--- src/rtl/arc4_engine.sv ---
// rtl/arc4_engine.sv - ARC4 decrypt engine: S init, KSA, PRGA over external S/ct/pt memories.
// Optional plaintext-printable flag enabled by defining ARC4_VALID_CHECK_EN.
module arc4_engine #(
  parameter int KEY_BYTES = 3,
  parameter int MSG_AW    = 8
) (
  input  logic                   clk,
  input  logic                   rst_n,
  input  logic                   en,
  output logic                   rdy,
  input  logic [KEY_BYTES*8-1:0] key,
  output logic [7:0]             s_addr,
  input  logic [7:0]             s_rddata,
  output logic [7:0]             s_wrdata,
  output logic                   s_wren,
  output logic [MSG_AW-1:0]      ct_addr,
  input  logic [7:0]             ct_rddata,
  output logic [MSG_AW-1:0]      pt_addr,
  output logic [7:0]             pt_wrdata,
  output logic                   pt_wren,
  output logic                   key_valid
);

  typedef enum logic [3:0] {
    S_IDLE, S_INIT,
    S_KSA_RI, S_KSA_RJ, S_KSA_WI, S_KSA_WJ,
    S_LEN_RD, S_LEN_WR,
    S_PRGA_RI, S_PRGA_RJ, S_PRGA_WI, S_PRGA_WJ, S_PRGA_RP, S_PRGA_WR,
    S_DONE
  } state_t;

  state_t                 r_state, w_next;
  logic [7:0]             r_i, r_j, r_si, r_sj, r_ct, r_len;
  logic [MSG_AW-1:0]      r_k;
  logic [KEY_BYTES*8-1:0] r_key;

  logic [7:0] w_key_byte, w_j_ksa, w_j_prga, w_pt_byte;
  logic       w_start, w_last;

  // Key register rotates one byte per KSA step, so its top byte is always key[i mod KEY_BYTES].
  assign w_key_byte = r_key[KEY_BYTES*8-1 -: 8];
  assign w_j_ksa    = r_j + s_rddata + w_key_byte;
  assign w_j_prga   = r_j + s_rddata;
  assign w_pt_byte  = s_rddata ^ r_ct;
  assign w_start    = rdy & en;
  assign w_last     = (r_k == MSG_AW'(r_len));

  always_comb begin
    w_next    = r_state;
    rdy       = 1'b0;
    s_addr    = 8'd0;
    s_wrdata  = 8'd0;
    s_wren    = 1'b0;
    ct_addr   = '0;
    pt_addr   = '0;
    pt_wrdata = 8'd0;
    pt_wren   = 1'b0;
    case (r_state)
      S_IDLE: begin
        rdy = 1'b1;
        if (en) w_next = S_INIT;
      end
      S_INIT: begin
        s_addr   = r_i;
        s_wrdata = r_i;
        s_wren   = 1'b1;
        if (r_i == 8'hff) w_next = S_KSA_RI;
      end
      S_KSA_RI: begin
        s_addr = r_i;
        w_next = S_KSA_RJ;
      end
      S_KSA_RJ: begin
        s_addr = w_j_ksa;
        w_next = S_KSA_WI;
      end
      S_KSA_WI: begin
        s_addr   = r_i;
        s_wrdata = s_rddata;
        s_wren   = 1'b1;
        w_next   = S_KSA_WJ;
      end
      S_KSA_WJ: begin
        s_addr   = r_j;
        s_wrdata = r_si;
        s_wren   = 1'b1;
        w_next   = (r_i == 8'hff) ? S_LEN_RD : S_KSA_RI;
      end
      S_LEN_RD: w_next = S_LEN_WR;
      S_LEN_WR: begin
        pt_wrdata = ct_rddata;
        pt_wren   = 1'b1;
        w_next    = (ct_rddata == 8'd0) ? S_DONE : S_PRGA_RI;
      end
      S_PRGA_RI: begin
        s_addr  = r_i + 8'd1;
        ct_addr = r_k;
        w_next  = S_PRGA_RJ;
      end
      S_PRGA_RJ: begin
        s_addr = w_j_prga;
        w_next = S_PRGA_WI;
      end
      S_PRGA_WI: begin
        s_addr   = r_i;
        s_wrdata = s_rddata;
        s_wren   = 1'b1;
        w_next   = S_PRGA_WJ;
      end
      S_PRGA_WJ: begin
        s_addr   = r_j;
        s_wrdata = r_si;
        s_wren   = 1'b1;
        w_next   = S_PRGA_RP;
      end
      S_PRGA_RP: begin
        s_addr = r_si + r_sj;
        w_next = S_PRGA_WR;
      end
      S_PRGA_WR: begin
        pt_addr   = r_k;
        pt_wrdata = w_pt_byte;
        pt_wren   = 1'b1;
        w_next    = w_last ? S_DONE : S_PRGA_RI;
      end
      S_DONE: begin
        rdy    = 1'b1;
        w_next = en ? S_INIT : S_IDLE;
      end
      default: w_next = S_IDLE;
    endcase
  end

  always_ff @(posedge clk or negedge rst_n) begin
    if (!rst_n) begin
      r_state <= S_IDLE;
      r_i     <= 8'd0;
      r_j     <= 8'd0;
      r_si    <= 8'd0;
      r_sj    <= 8'd0;
      r_ct    <= 8'd0;
      r_len   <= 8'd0;
      r_k     <= '0;
      r_key   <= '0;
    end else begin
      r_state <= w_next;
      case (r_state)
        S_IDLE, S_DONE: begin
          if (en) begin
            r_key <= key;
            r_i   <= 8'd0;
            r_j   <= 8'd0;
            r_k   <= '0;
          end
        end
        S_INIT: r_i <= r_i + 8'd1;
        S_KSA_RJ: begin
          r_si <= s_rddata;
          r_j  <= w_j_ksa;
        end
        S_KSA_WJ: begin
          r_i   <= r_i + 8'd1;
          r_key <= (r_key << 8) | (r_key >> (KEY_BYTES*8-8));
        end
        S_LEN_WR: begin
          r_len <= ct_rddata;
          r_i   <= 8'd0;
          r_j   <= 8'd0;
          r_k   <= MSG_AW'(1);
        end
        S_PRGA_RI: r_i <= r_i + 8'd1;
        S_PRGA_RJ: begin
          r_si <= s_rddata;
          r_j  <= w_j_prga;
          r_ct <= ct_rddata;
        end
        S_PRGA_WI: r_sj <= s_rddata;
        S_PRGA_WR: r_k <= r_k + MSG_AW'(1);
        default: ;
      endcase
    end
  end

`ifdef ARC4_VALID_CHECK_EN
  logic r_fail, r_key_valid, w_bad;

  assign w_bad     = (w_pt_byte < 8'h20) || (w_pt_byte > 8'h7e);
  assign key_valid = r_key_valid;

  always_ff @(posedge clk or negedge rst_n) begin
    if (!rst_n) begin
      r_fail      <= 1'b0;
      r_key_valid <= 1'b0;
    end else if (w_start) begin
      r_fail      <= 1'b0;
      r_key_valid <= 1'b0;
    end else if (r_state == S_LEN_WR && ct_rddata == 8'd0) begin
      r_key_valid <= 1'b1;
    end else if (r_state == S_PRGA_WR) begin
      r_fail <= r_fail | w_bad;
      if (w_last) r_key_valid <= ~(r_fail | w_bad);
    end
  end
`else
  assign key_valid = 1'b0;
`endif

endmodule

--- config.mk ---
export PLATFORM = sky130hd
export DESIGN_NAME = arc4_engine
export DESIGN_NICKNAME = d
export VERILOG_FILES = /design/src/rtl/arc4_engine.sv
export SDC_FILE = /design/constraint.sdc
export NUM_CORES = 1
export LEC_CHECK = 0
export BUFFER_PORTS_ARGS = -buffer_cell sky130_fd_sc_hd__buf_2
export CORE_MARGIN = 5
export CORE_UTILIZATION = 45
export DETAILED_ROUTE_END_ITERATION = 10
export PLACE_DENSITY = 0.66
export SKIP_CTS_REPAIR_TIMING = 1
export SLEW_MARGIN = 20
export SYNTH_ARGS = -nofsm -noshare
export SYNTH_HDL_FRONTEND = slang
export SYNTH_SLANG_ARGS = --single-unit
--- constraint.sdc ---
create_clock -name clk -period 13.89 [get_ports clk]
set_clock_uncertainty 0.15 [all_clocks]
set_input_delay 4.167 -clock clk [delete_from_list [all_inputs] [get_ports clk]]
set_output_delay 4.167 -clock clk [all_outputs]
set_load 0.01 [all_outputs]
==> out/qor.yml <==
run_status:
  status: "complete, no violations"
logic_synthesis:
  synth_edf_count: 0
  async_flop_share: 1.00
  synth_seq_area_share: 0.384
  synth_flop_cell: "dfrtp_1"
  netlist_area_sq_um: 5470
  ys_seq_elements: 84
  yosys_warnings: 0
  syn_nets: 661
  avgSynthCellArea_sq_um: 9.24
  ys_types: 58
  syn_inst: 592
detailed_routing:
  via_per_inst: 5.80
  wirelength_microns: 14400
  drt-initial-drc-count: 409
  first_pass_iters: 5
  vias: 4696
  avgRoutedWirePerCell_microns: 17.8
  post-route-drc-count: 0
  antenna_left: 0
floorplan:
  die-height_microns: 120
  die_w_microns: 120
  coreArea_sq_um: 12000
  io_pins: 87
  initial_core_util: 0.457
  core.rowCount: 40
  die_area_sq_um: 14500
pwr:
  peakVddDrop_v: 0.000121
  p_leak_nw: 2.90
  power.density_nw_per_um2: 253
global_route:
  grt_first_pass_wirelength_microns: 23100
  grt_max_degree: 85
  use_met2: 0.342
  grtUsageMet1: 0.253
  grt_usage: 0.202
  grt.busiest_layer: "met2"
  met3_usage: 0.0430
  antenna_found_initial: 0
  grt-ovfl-total: 0
  grt_pass1_vias: 4571
clock_network:
  cts_sinks: 84
  cts_made_buffers: 9
  htree_num_levels: 3
  clk_pin_slew_ps: 70
  cts_buffer_depth: 2
  clk_latency_ps: 350
  cts_tree: "done"
  cts_root_buf: "clkbuf_16"
worst_setup_path:
  r2r_start: "r_j[0]$_DFFE_PN0P_"
  cp.required_ps: 9570
  crit_fanout: 5
  crit_start: "s_rddata[0]"
  arrival_ps: 7240
  path_class: "input pin to output port"
  cp-start-kind: "input pin"
  worstSetupEndpointType: "output port"
timing:
  max-slew-margin-rel: 0.281
  rsz0062_at_grt: "no"
  fmax_ghz: 0.0866
  post-route-min-period_ps: 11550
  worst_slew_pin_slew_ps: 1080
  hold_viol: 0
  timing.setup.tns_ps: 0
  period_share: 0.832
  setup_viol: 0
  drv_slew: 0
layout:
  syn_to_final_growth_pct: 13.6
  antenna_cells: 0
  drive_gt1_frac: 0.215
  finish.instance_area_sq_um: 6210
  num-fill-cells: 1105
  nets: 726
placement:
  place.gp.congestion: 0.897
  port_buffers: 85
  hpwl_microns: 10800
  place_area_sq_um: 5930
run:
  drv_cap: 0
worst_hold_path:
  min_from: "r_len[6]$_DFFE_PN0P_"
  hp-class: "flop to flop"
kinds of logic (layout without fill, tap and decap cells):
family                     after synthesis  in the layout  synth area share
muxes                                   50             50            0.0970
AOI/OAI and AO/OA                      147            147             0.178
buffers and inverters                   53            123            0.0439
adders and majority gates               26             26            0.0636
DFF                                     84             84             0.384
xor gates and xnor gates                39             39            0.0625
and+or+nand+nor                        192            192             0.169
other                                    1              1          0.000686
registers in the layout (all words and copies together) (netlist names):
name	cells
r_j	8
r_si	8
r_key	24
r_len	8
r_sj	8
r_k	8
r_i	8
r_ct	8
r_state	4
final timing paths:
path	slack [ps]	cells after the start	to
min in group asynchronous	3730	1	r_k[5]$_DFFE_PN0P_
worst min register to register	350	2	r_len[6]$_DFFE_PN0P_
worst max-delay path	2340	17	s_addr[7]
max in group asynchronous	9340	1	r_si[2]$_DFFE_PN0P_
worst min-delay path	350	2	r_len[6]$_DFFE_PN0P_
worst max register to register	10530	15	r_j[7]$_DFFE_PN0P_
layout by cell type (no fill, tap or decap), types with 16 or more instances in the layout:
cell type and n:
buf_2 84, nand2_1 52, nor3_1 16, nor2_1 53, dfrtp_1 84, xnor2_1 27
ha_1 23, o21ai_0 36, nand3_1 20, mux2i_1 26, a21oi_1 45, mux2_2 24
inv_1 20
power by group:
group / switching [mW] / internal (mW)
Clock: 0.104 / 0.122
Sequential: 0.120 / 0.354
Combinational: 0.484 / 0.386
critical path: stages:
cell	delay, ps
buf_2	170
ha_1	220
inv_1	70
fa_1	400
nor2b_1	170
nor3_1	80
o21bai_1	170
a21oi_1	100
xnor2_1	270
ha_1	310
o21a_1	130
nor2_1	170
nor3_1	60
o21ai_0	150
mux2i_1	130
a211o_1	320
buf_2	150
cells in the mapped netlist (all sizes together), types with 9 or more instances:
| cell type | count | area, sq um |
|---|---|---|
| a21oi | 45 | 225 |
| and2 | 9 | 56.3 |
| and3 | 14 | 87.6 |
| buf | 18 | 109 |
| clkbuf | 15 | 56.3 |
| dfrtp | 84 | 2100 |
| ha | 23 | 288 |
| inv | 20 | 75.1 |
| mux2 | 24 | 270 |
| mux2i | 26 | 260 |
| nand2 | 53 | 206 |
| nand3 | 20 | 100 |
| nor2 | 58 | 228 |
| nor3 | 17 | 96.4 |
| o21ai | 36 | 180 |
| xnor2 | 27 | 236 |
| xor2 | 12 | 105 |
metrics by stage:
step            util  std cells  worst slack [ps]  hold WS (ps)  power [mW]
2_1_floorplan      -        592              3060           315        1.12
3_3_place_gp   0.496        793              2520           329        1.31
3_5_place_dp   0.496        793              2390           334        1.34
4_1_cts        0.519        809              2370           351        1.57
5_1_grt        0.519        809              2160           362        1.69
6_report       0.519        809              2340           349        1.57
routing by layer:
| metal | routed length, microns | vias up |
|---|---|---|
| met5 | 0 | - |
| met4 | 398 | 0 |
| met3 | 899 | 30 |
| met2 | 7060 | 144 |
| met1 | 6040 | 2261 |
| li1 | - | 2261 |
final cells by class:
type                       count  area, sq um  share of cell area
clock inverter                 7         51.3             0.00826
inverter                      20         75.1              0.0121
sequential                    84         2100               0.338
timing repair buffer          87          447              0.0719
clock buffer                   9          225              0.0363
multi-input combinational    455         3130               0.504
tap                          147          184              0.0296
Note: power is estimated with default switching activity, not from simulation.
